==> src/rtl/sb_lsu_if.sv <==
// Word-wide req/ack data RAM port with byte enables; the LSU is the master, memory the slave.
interface sb_lsu_if #(
  parameter int ADDR_W = 16
);
  logic              req;
  logic              we;
  logic [ADDR_W-1:0] addr;
  logic [3:0]        be;
  logic [31:0]       wdata;
  logic [31:0]       rdata;
  logic              ack;

  modport master (output req, we, addr, be, wdata, input rdata, ack);
  modport slave  (input req, we, addr, be, wdata, output rdata, ack);
endinterface

==> src/rtl/sb_lsu.sv <==
// Load/store unit: one RAM access per instruction (IDLE -> ACCESS -> RESP), min 3 cycles.
// Holds the pipeline through IDLE-accept and ACCESS; flags misalignment and RAM timeouts on err_o.
module sb_lsu #(
  parameter int ADDR_W  = 16,
  parameter int TIMEOUT = 16
) (
  input  logic        clk,
  input  logic        rst,
  input  logic        mem_re_i,
  input  logic [31:0] mem_raddr_i,
  input  logic        mem_we_i,
  input  logic [31:0] mem_waddr_i,
  input  logic [31:0] mem_wdata_i,
  input  logic [1:0]  byte_sel_i,
  input  logic        un_sign_i,
  input  logic [4:0]  rd_waddr_i,
  output logic        rd_we_o,
  output logic [4:0]  rd_waddr_o,
  output logic [31:0] rd_wdata_o,
  output logic        hold_o,
  output logic        err_o,
  sb_lsu_if.master    ram
);

  localparam int CW = (TIMEOUT > 1) ? $clog2(TIMEOUT + 1) : 1;

  typedef enum logic [1:0] {IDLE, ACCESS, RESP} state_t;
  state_t state, state_nxt;

  logic [ADDR_W+1:0] lat_addr;
  logic [3:0]        lat_be;
  logic [31:0]       lat_wdata;
  logic              lat_we;
  logic [1:0]        lat_sel;
  logic              lat_uns;
  logic [4:0]        lat_rd;
  logic [CW-1:0]     cnt;
  logic [31:0]       rdata_q;
  logic              err_q;

  logic [31:0] req_addr;
  logic        req_vld;
  logic        misal;
  logic [3:0]  be_new;
  logic [31:0] wdata_new;
  logic        accept;
  logic        timed_out;
  logic [7:0]  ld_b;
  logic [15:0] ld_h;
  logic [31:0] ld_ext;
  logic        unused_bits;

  // A store wins when both strobes are up, so its address is the one checked.
  assign req_addr  = mem_we_i ? mem_waddr_i : mem_raddr_i;
  assign req_vld   = (mem_re_i | mem_we_i) & (byte_sel_i != 2'b11);
  assign misal     = ((byte_sel_i == 2'b01) & req_addr[0]) |
                     ((byte_sel_i == 2'b10) & (req_addr[1:0] != 2'b00));
  assign timed_out = (cnt == CW'(TIMEOUT - 1));
  assign unused_bits = ^{mem_raddr_i[31:ADDR_W+2], mem_waddr_i[31:ADDR_W+2]};

  always_comb begin
    be_new    = 4'b1111;
    wdata_new = mem_wdata_i;
    case (byte_sel_i)
      2'b00: begin
        be_new    = 4'b0001 << req_addr[1:0];
        wdata_new = {4{mem_wdata_i[7:0]}};
      end
      2'b01: begin
        be_new    = req_addr[1] ? 4'b1100 : 4'b0011;
        wdata_new = {2{mem_wdata_i[15:0]}};
      end
      default: ;
    endcase
  end

  always_comb begin
    ld_b   = rdata_q[{lat_addr[1:0], 3'b000} +: 8];
    ld_h   = lat_addr[1] ? rdata_q[31:16] : rdata_q[15:0];
    ld_ext = rdata_q;
    case (lat_sel)
      2'b00:   ld_ext = {{24{ld_b[7] & ~lat_uns}}, ld_b};
      2'b01:   ld_ext = {{16{ld_h[15] & ~lat_uns}}, ld_h};
      default: ;
    endcase
  end

  always_ff @(posedge clk) begin
    if (rst) state <= IDLE;
    else     state <= state_nxt;
  end

  always_comb begin
    state_nxt  = state;
    accept     = 1'b0;
    hold_o     = 1'b0;
    err_o      = 1'b0;
    rd_we_o    = 1'b0;
    rd_waddr_o = '0;
    rd_wdata_o = '0;
    ram.req    = 1'b0;
    ram.we     = 1'b0;
    ram.addr   = '0;
    ram.be     = '0;
    ram.wdata  = '0;
    case (state)
      IDLE: begin
        if (!rst && req_vld) begin
          if (misal) begin
            err_o = 1'b1;
          end else begin
            hold_o    = 1'b1;
            accept    = 1'b1;
            state_nxt = ACCESS;
          end
        end
      end
      ACCESS: begin
        hold_o    = 1'b1;
        ram.req   = 1'b1;
        ram.we    = lat_we;
        ram.addr  = lat_addr[ADDR_W+1:2];
        ram.be    = lat_be;
        ram.wdata = lat_wdata;
        if (ram.ack || timed_out) state_nxt = RESP;
      end
      RESP: begin
        // Request inputs still belong to the retiring instruction; ignore them.
        state_nxt = IDLE;
        err_o     = err_q;
        if (!lat_we && !err_q && (lat_rd != 5'd0)) begin
          rd_we_o    = 1'b1;
          rd_waddr_o = lat_rd;
          rd_wdata_o = ld_ext;
        end
      end
      default: state_nxt = IDLE;
    endcase
  end

  always_ff @(posedge clk) begin
    if (rst) begin
      lat_addr  <= '0;
      lat_be    <= '0;
      lat_wdata <= '0;
      lat_we    <= 1'b0;
      lat_sel   <= '0;
      lat_uns   <= 1'b0;
      lat_rd    <= '0;
      cnt       <= '0;
      rdata_q   <= '0;
      err_q     <= 1'b0;
    end else if (accept) begin
      lat_addr  <= req_addr[ADDR_W+1:0];
      lat_be    <= be_new;
      lat_wdata <= wdata_new;
      lat_we    <= mem_we_i;
      lat_sel   <= byte_sel_i;
      lat_uns   <= un_sign_i;
      lat_rd    <= rd_waddr_i;
      cnt       <= '0;
      err_q     <= 1'b0;
    end else if (state == ACCESS) begin
      cnt <= cnt + 1'b1;
      if (ram.ack)        rdata_q <= ram.rdata;
      else if (timed_out) err_q   <= 1'b1;
    end
  end

endmodule

==> src/flat_wrapper.sv <==
// flat-port wrapper written by rule: the top's interface ports become plain ports
module sb_lsu_flat 
#(
  parameter int ADDR_W  = 16,
  parameter int TIMEOUT = 16
)
  (clk, rst, mem_re_i, mem_raddr_i, mem_we_i, mem_waddr_i, mem_wdata_i, byte_sel_i, un_sign_i, rd_waddr_i, rd_we_o, rd_waddr_o, rd_wdata_o, hold_o, err_o, ram_req, ram_we, ram_addr, ram_be, ram_wdata, ram_rdata, ram_ack);
  sb_lsu_if #(.ADDR_W(ADDR_W)) ram_i ();
  input  logic clk;
  input  logic rst;
  input  logic mem_re_i;
  input  logic [31:0] mem_raddr_i;
  input  logic mem_we_i;
  input  logic [31:0] mem_waddr_i;
  input  logic [31:0] mem_wdata_i;
  input  logic [1:0] byte_sel_i;
  input  logic un_sign_i;
  input  logic [4:0] rd_waddr_i;
  output logic rd_we_o;
  output logic [4:0] rd_waddr_o;
  output logic [31:0] rd_wdata_o;
  output logic hold_o;
  output logic err_o;
  output wire logic [$bits(ram_i.req)-1:0] ram_req;
  output wire logic [$bits(ram_i.we)-1:0] ram_we;
  output wire logic [$bits(ram_i.addr)-1:0] ram_addr;
  output wire logic [$bits(ram_i.be)-1:0] ram_be;
  output wire logic [$bits(ram_i.wdata)-1:0] ram_wdata;
  input wire logic [$bits(ram_i.rdata)-1:0] ram_rdata;
  input wire logic [$bits(ram_i.ack)-1:0] ram_ack;
  assign ram_req = ram_i.req;
  assign ram_we = ram_i.we;
  assign ram_addr = ram_i.addr;
  assign ram_be = ram_i.be;
  assign ram_wdata = ram_i.wdata;
  assign ram_i.rdata = ram_rdata;
  assign ram_i.ack = ram_ack;
  sb_lsu #(.ADDR_W(ADDR_W), .TIMEOUT(TIMEOUT)) u_core (.clk(clk), .rst(rst), .mem_re_i(mem_re_i), .mem_raddr_i(mem_raddr_i), .mem_we_i(mem_we_i), .mem_waddr_i(mem_waddr_i), .mem_wdata_i(mem_wdata_i), .byte_sel_i(byte_sel_i), .un_sign_i(un_sign_i), .rd_waddr_i(rd_waddr_i), .rd_we_o(rd_we_o), .rd_waddr_o(rd_waddr_o), .rd_wdata_o(rd_wdata_o), .hold_o(hold_o), .err_o(err_o), .ram(ram_i));
endmodule
==> config.mk <==
export PLATFORM = sky130hd
export DESIGN_NAME = sb_lsu_flat
export DESIGN_NICKNAME = d
export VERILOG_FILES = /design/src/rtl/sb_lsu_if.sv /design/src/rtl/sb_lsu.sv /design/src/flat_wrapper.sv
export SDC_FILE = /design/constraint.sdc
export NUM_CORES = 1
export LEC_CHECK = 0
export ABC_AREA = 1
export CORE_MARGIN = 3
export CORE_UTILIZATION = 44
export CTS_CLUSTER_SIZE = 16
export DETAILED_ROUTE_END_ITERATION = 16
export GPL_TIMING_DRIVEN = 1
export PLACE_DENSITY = 0.82
export SLEW_MARGIN = 20
export SYNTH_ARGS = -nofsm -noshare
export SYNTH_HDL_FRONTEND = slang
export SYNTH_SLANG_ARGS = --single-unit
==> constraint.sdc <==
create_clock -name clk -period 3.3 [get_ports clk]
set_clock_uncertainty 0.05 [all_clocks]
set_input_delay 0.99 -clock clk [delete_from_list [all_inputs] [get_ports clk]]
set_output_delay 0.99 -clock clk [all_outputs]
set_load 0.03 [all_outputs]
==> results of run 1 <==
==> metal layers <==
| metal | track usage, % | vias up | routed length (um) |
|---|---|---|---|
| li1 | - | 3124 | - |
| met5 | 0 | - | 0 |
| met1 | 30.2 | 2791 | 7550 |
| met2 | 39.1 | 228 | 7950 |
| met4 | 9.16 | 0 | 575 |
| met3 | 5.79 | 38 | 1320 |
==> worst paths after layout <==
| path | startpoint | endpoint | slack [ns] | depth (start not counted) |
|---|---|---|---|---|
| worst max-delay path | byte_sel_i[0] | hold_o | 0.07 | 9 |
| worst min-delay path | u_core.lat_wdata[29] | u_core.lat_wdata[29] | 0.41 | 2 |
| worst max register to register | u_core.state[0] | u_core.lat_be[3] | 1.31 | 8 |
| worst min register to register | u_core.lat_wdata[29] | u_core.lat_wdata[29] | 0.41 | 2 |
==> layout by cell type (no fill, tap or decap), drive strengths merged <==
cell           Yosys  final
nand2            194    194
nor2             175    175
clkdlybuf4s50      0    170
inv              104    105
dfxtp            103    103
nand3             70     70
buf               35     60
a21oi             53     53
o21ai             48     48
mux2i             16     16
or2               10     10
clkbuf            18      9
o211ai             8      8
o21a               7      7
o221ai             7      7
a21boi             7      7
clkinv             2      7
nand3b             6      6
xor2               3      3
ha                 2      2
dlymetal6s2s       0      2
diode              0      1
nor4               1      1
nor3               1      1
o2111ai            1      1
and3               1      1
o21bai             1      1
bufinv             0      1
dlygate4sd2        0      1
==> cell families (layout without fill, tap and decap cells) <==
family                   after synthesis  after routing  share of synthesized area, %
flip-flops                           103            103                          36.4
XOR/XNOR                               3              3                         0.464
other                                  0              1                             0
AO/OA/AOI/OAI                        132            132                          13.2
buffers and inverters                159            355                          12.4
multiplexers                          16             16                          2.83
adder cells (fa/ha/maj)                2              2                         0.442
AND/OR/NAND/NOR                      458            458                          34.2
==> stage by stage <==
step | setup slack (ns) | setup TNS, ns | std cells
after CTS | 0.00403 | 0 | 1236
after global routing | -0.00151 | -0.00151 | 1238
after floorplan | 0.0932 | 0 | 873
after global placement | -0.178 | -0.260 | 1220
after detailed placement | -0.197 | -0.296 | 1220
final | 0.0695 | 0 | 1238
==> worst register-to-register path, cell delays in order (launching register included) <==
cell,delay [ns]
dfxtp_1,0.38
or2_1,0.28
nor2_4,0.11
buf_4,0.14
nand2_4,0.05
buf_4,0.19
inv_4,0.45
nand2_1,0.13
o21ai_0,0.12
==> power groups by stage <==
stage          sequential [mW]  combinational, mW  clock (mW)
4_1_cts                   1.36              0.642        1.15
5_1_grt                   1.37              0.716        1.20
3_3_place_gp              1.39              0.629           0
2_1_floorplan             1.38              0.384           0
6_report                  1.36              0.644        1.13
3_5_place_dp              1.39              0.636           0
==> flip-flops by register name (all words and copies together) (netlist names) <==
signal	count
u_core.cnt	5
u_core.err_q	1
u_core.lat_addr	18
u_core.lat_be	4
u_core.lat_rd	5
u_core.lat_sel	2
u_core.lat_uns	1
u_core.lat_wdata	32
u_core.lat_we	1
u_core.rdata_q	32
u_core.state	2
==> cell type report <==
type	instances	area [sq um]	area share, %
Multi-Input combinational cell	611	2930	36.0
Clock inverter	7	92.6	1.14
Timing Repair Buffer	233	2210	27.2
Inverter	106	402	4.94
Antenna cell	1	2.50	0.0308
Clock buffer	9	225	2.77
Tap cell	168	210	2.58
Sequential cell	103	2060	25.3
==> what timing repair did <==
action,4_1_cts,5_1_grt
endpoints found under the setup margin,2,12
buffers inserted,0,1
pin swaps,1,5
resized for setup,3,6
==> results.txt, run 1 <==
Core footprint: 12300 sq um
Hold Vio Cnt, Final: 0
Yosys cell types: 36
Crit-path leading delay family: buffers and inverters
Power density cells: 386 nW/um^2
Seq pwr share: 43.4%
DRC viols: 0
WP buf/inv: 4
IO Pins: 235
Fin util: 66.1%
Main area contributors after synthesis: dfxtp_1 36%, nand2_1 12%, nor2_1 11%
Placed Instance Area: 7780 sq um
GRT Util Overall: 23.9%
Sw Pwr: 0.927 mW
Worst-path cell chain: clkdlybuf4s50_1, nand2_1, inv_1, nor2_2, buf_4, nand2_2, nand2_4, nand2_1, buf_4
Avg Vias per Cell: 4.99
Ys flop type: dfxtp_1
Register area share after synthesis: 36.4%
F_max: 310 MHz
Total CTS buffers: 9
Top-count cell post-synth: nand2_1
Peak supply drop: 0.270 mV
Slew Viols, Final: 0
Synth Area per Inst: 6.49 sq um
WL/cell: 14.1 um
Synth top area share: 36.4%
Antenna violations before repair: 1
Mapped cell area: 5660 sq um
Post-Synthesis Cells: 873
I/O Buffers: 206
Pre-antenna DRT Iters: 7
Htree depth: 3
Syn_nets: 1016
Worst Path Required: 2.26 ns
Hold_buf cts: 0
Via total after detailed routing: 6181
Worst-Skew Late Latency: 0.34 ns
Synth top cells by count: 188 x nand2_1, 164 x nor2_1, 103 x dfxtp_1
Tightest Pin Transition: 0.688 ns
Grt ovf: 0
Die X: 119 um
Fillcell total: 1143
Routability cong.: 0.876
Max-cap violations: 0
Clock power share: 36.1%
Final worst path period share: 97.9%
Final Setup Violations: 0
Synthesized flop and latch total: 103
Ys Warns: 0
Switching share of power: 29.5%
Die Ht: 119 um
Critical path endpoint category: output port
Layout cells sized above 1: 10.5%
Worst path max stage delay: 0.50 ns
Area growth syn-to-layout: 43.6%
Maximum fanout along the worst path: 3
Logic gate share of total power: 20.5%
Design area: 8130 sq um
CP Launch Type: primary input
Slowest cell on crit path: clkdlybuf4s50_1
Synth area leader: dfxtp_1
Post-DP HPWL: 12700 um
Starting Density: 46.0%
Type of the most critical hold path: flip-flop to flip-flop
Reg clk slew, reported paths: 0.07 ns
Detailed-route wire length: 17400 um
Clock Tree Buf Depth: 2
Fin crit period: 3.23 ns
Die area: 14300 sq um
Share of synthesized registers carrying an async set or reset: 0%
First-pass GRT wire length: 28100 um
Post-synth EDFFs: 0
Vias in the first global route: 5678
Outcome: finished, final reports clean
Static leakage: 3.38 nW
Clock Sink Count: 103
Root Buffer: clkbuf_16
Minimum hold slack: 0.412 ns
Crit path kind: primary input to output port
Design Power: 3.14 mW
Cell Rows: 40
Arrival time worst endpoint: 2.19 ns
Final antenna-violating net count: 0
Largest net degree at the start of global routing: 55
Internal: 2.21 mW
Nets: 1207
Slew headroom: 53.7%
TritonCTS clock tree: done
Initial drt markers: 470
Note: power is estimated with default switching activity, not from simulation.
==> inputs of run 2 (changes only) <==
--- a/config.mk
+++ b/config.mk
@@ -7,11 +7,11 @@
 export LEC_CHECK = 0
 export ABC_AREA = 1
 export CORE_MARGIN = 3
-export CORE_UTILIZATION = 44
+export CORE_UTILIZATION = 39
 export CTS_CLUSTER_SIZE = 16
 export DETAILED_ROUTE_END_ITERATION = 16
 export GPL_TIMING_DRIVEN = 1
-export PLACE_DENSITY = 0.82
+export PLACE_DENSITY = 0.74
 export SLEW_MARGIN = 20
 export SYNTH_ARGS = -nofsm -noshare
 export SYNTH_HDL_FRONTEND = slang
==> results.txt, run 2 (synthesized netlist as in run 1, its figures left out) <==
Largest regs: u_core.lat_wdata: 32 flops, u_core.rdata_q: 32 flops, u_core.lat_addr: 18 flops
Core footprint: 14000 sq um (+14%)
Worst r2r path cells: 9 (+1)
Fin crit period: 3.24 ns (+0.0104 ns)
Layout cells sized above 1: 10.7% (+0.26 points)
Reg area: 2060 sq um (unchanged)
RSZ-0062 raised after global routing: yes
Worst Setup EP: hold_o
Critical path endpoint category: output port
Internal: 2.30 mW (+4.0%)
Hold_buf cts: 0 (unchanged)
Clock power share: 36.6% (+0.5 points)
Switching share of power: 27.8% (-1.7 points)
GRT Util Overall: 21.5% (-2.4 points)
TritonCTS clock tree: done
Outcome: finished, final reports clean
Total CTS buffers: 9 (unchanged)
Maximum fanout along the worst path: 2 (-1)
CP Launch Point: mem_waddr_i[0]
Die X: 127 um (+5.9%)
Power density cells: 389 nW/um^2 (+0.78%)
Via total after detailed routing: 6051 (-2.1%)
Arrival time worst endpoint: 2.20 ns (about the same)
Type of the most critical hold path: flip-flop to flip-flop
Clock Sink Count: 103 (unchanged)
Cell Rows: 43 (+7.5%)
Largest net degree at the start of global routing: 55 (unchanged)
Final worst slack: 0.0591 ns (-0.0104 ns)
I/O Buffers: 206 (unchanged)
Reg-to-Reg Start: u_core.state[1]
Peak supply drop: 0.229 mV (-15%)
Htree depth: 3 (unchanged)
Final antenna-violating net count: 0 (unchanged)
Nets: 1209 (+0.17%)
Logic gate share of total power: 20.7% (+0.2 points)
Seq pwr share: 42.7% (-0.7 points)
Initial drt markers: 416 (-11%)
Final worst path period share: 98.2% (+0.31 points)
Die area: 16000 sq um (+12%)
Worst slack at placement: -0.116 ns (+0.0809 ns)
Fin util: 58.4% (-7.7 points)
RR Endpoint: u_core.rdata_q[3]
Root Buffer: clkbuf_16
Hold Vio Cnt, Final: 0 (unchanged)
Static leakage: 3.42 nW (+1.1%)
Slew Viols, Final: 0 (unchanged)
Detailed-route wire length: 17700 um (+1.5%)
Vias in the first global route: 5650 (-0.49%)
IO Pins: 235 (unchanged)
Multi-input gate area: 2930 sq um (about the same)
Antenna violations before repair: 0 (-1)
Grt ovf: 0 (unchanged)
Clock Tree Buf Depth: 2 (unchanged)
Avg Vias per Cell: 4.84 (-3.1%)
Commonest non-fill, non-tap cells in the layout: 186 x nand2_1, 168 x clkdlybuf4s50_1, 163 x nor2_1
Fillcell total: 1350 (+18%)
DRC viols: 0 (unchanged)
Tightest Pin Transition: 0.729 ns (+0.0413 ns)
Routability cong.: 0.852 (-2.8%)
Die Ht: 127 um (+5.9%)
Starting Density: 40.3% (-5.7 points)
F_max: 309 MHz (-0.32%)
Sw Pwr: 0.887 mW (-4.3%)
R2R Setup Slk: 1.11 ns (-0.20 ns)
Max-cap violations: 0 (unchanged)
ANT cells: 0 (-1)
First-pass GRT wire length: 28200 um (+0.15%)
Pre-antenna DRT Iters: 5 (-2)
Reg clk slew, reported paths: 0.07 ns (about the same)
Post-DP HPWL: 12700 um (-0.12%)
CP Launch Type: primary input
Final Setup Violations: 0 (unchanged)
WL/cell: 14.1 um (+0.40%)
Slew headroom: 50.9% (-2.8 points)
Worst-Skew Late Latency: 0.35 ns (about the same)
Area growth syn-to-layout: 44.7%
Worst Path Required: 2.26 ns (about the same)
Crit path kind: primary input to output port
Most common cell after layout, fill and taps aside: nand2_1
==> run 2: power groups by stage <==
| stage | Sequential [mW] | Clock (mW) | Combinational [mW] |
|---|---|---|---|
| 2_1_floorplan | 1.38 | 0 | 0.384 |
| 3_3_place_gp | 1.39 | 0 | 0.649 |
| 3_5_place_dp | 1.39 | 0 | 0.654 |
| 4_1_cts | 1.36 | 1.19 | 0.657 |
| 5_1_grt | 1.37 | 1.25 | 0.730 |
| 6_report | 1.36 | 1.17 | 0.659 |
==> run 2: worst max-delay path: stages <==
cell and delay (ns):
clkdlybuf4s50_1 0.42, inv_1 0.06, nand2_1 0.06, o21ai_2 0.08
nand2_1 0.11, buf_4 0.15, nand2_2 0.08, nand2_4 0.05
nand2_1 0.07, buf_6 0.13
==> run 2: repair_timing <==
item	4_1_cts	5_1_grt
buffers inserted	1	0
gates resized for setup	4	9
pin swaps	2	3
setup endpoints to repair	2	5
==> run 2: worst min path at each step <==
stage                                    start  cells after the start                    to
after floorplan           u_core.lat_wdata[16]                      2  u_core.lat_wdata[16]
after global placement     u_core.lat_addr[10]                      2   u_core.lat_addr[10]
after detailed placement         u_core.cnt[4]                      2         u_core.cnt[4]
after CTS                        u_core.cnt[4]                      2         u_core.cnt[4]
after global routing      u_core.lat_wdata[23]                      2  u_core.lat_wdata[23]
final                     u_core.lat_wdata[28]                      2  u_core.lat_wdata[28]
==> run 2: metrics by stage <==
step / setup TNS [ns] / instance area, sq um / instances / hold WS, ns / total power [mW]
2_1_floorplan: 0 / 5670 / 873 / 0.386 / 1.76
3_3_place_gp: -0.157 / 7830 / 1234 / 0.398 / 2.04
3_5_place_dp: -0.161 / 7830 / 1234 / 0.403 / 2.04
4_1_cts: 0 / 8170 / 1251 / 0.413 / 3.21
5_1_grt: -0.0413 / 8200 / 1251 / 0.432 / 3.35
6_report: 0 / 8200 / 1251 / 0.415 / 3.19
==> run 2: cell type report <==
type	instances	share of cell area, %
clock buffers	11	2.96
well taps	180	2.75
inverters	106	4.90
clock inverters	5	0.992
multi-input cells	611	35.7
flip-flops and latches	103	25.2
repair buffers	235	27.5
==> run 2: routing by layer <==
layer	global-route usage (%)	routed length, um	vias up
met4	7.89	379	0
met5	0	0	-
li1	-	-	3124
met1	27.6	7670	2664
met2	34.6	8100	242
met3	5.77	1500	21
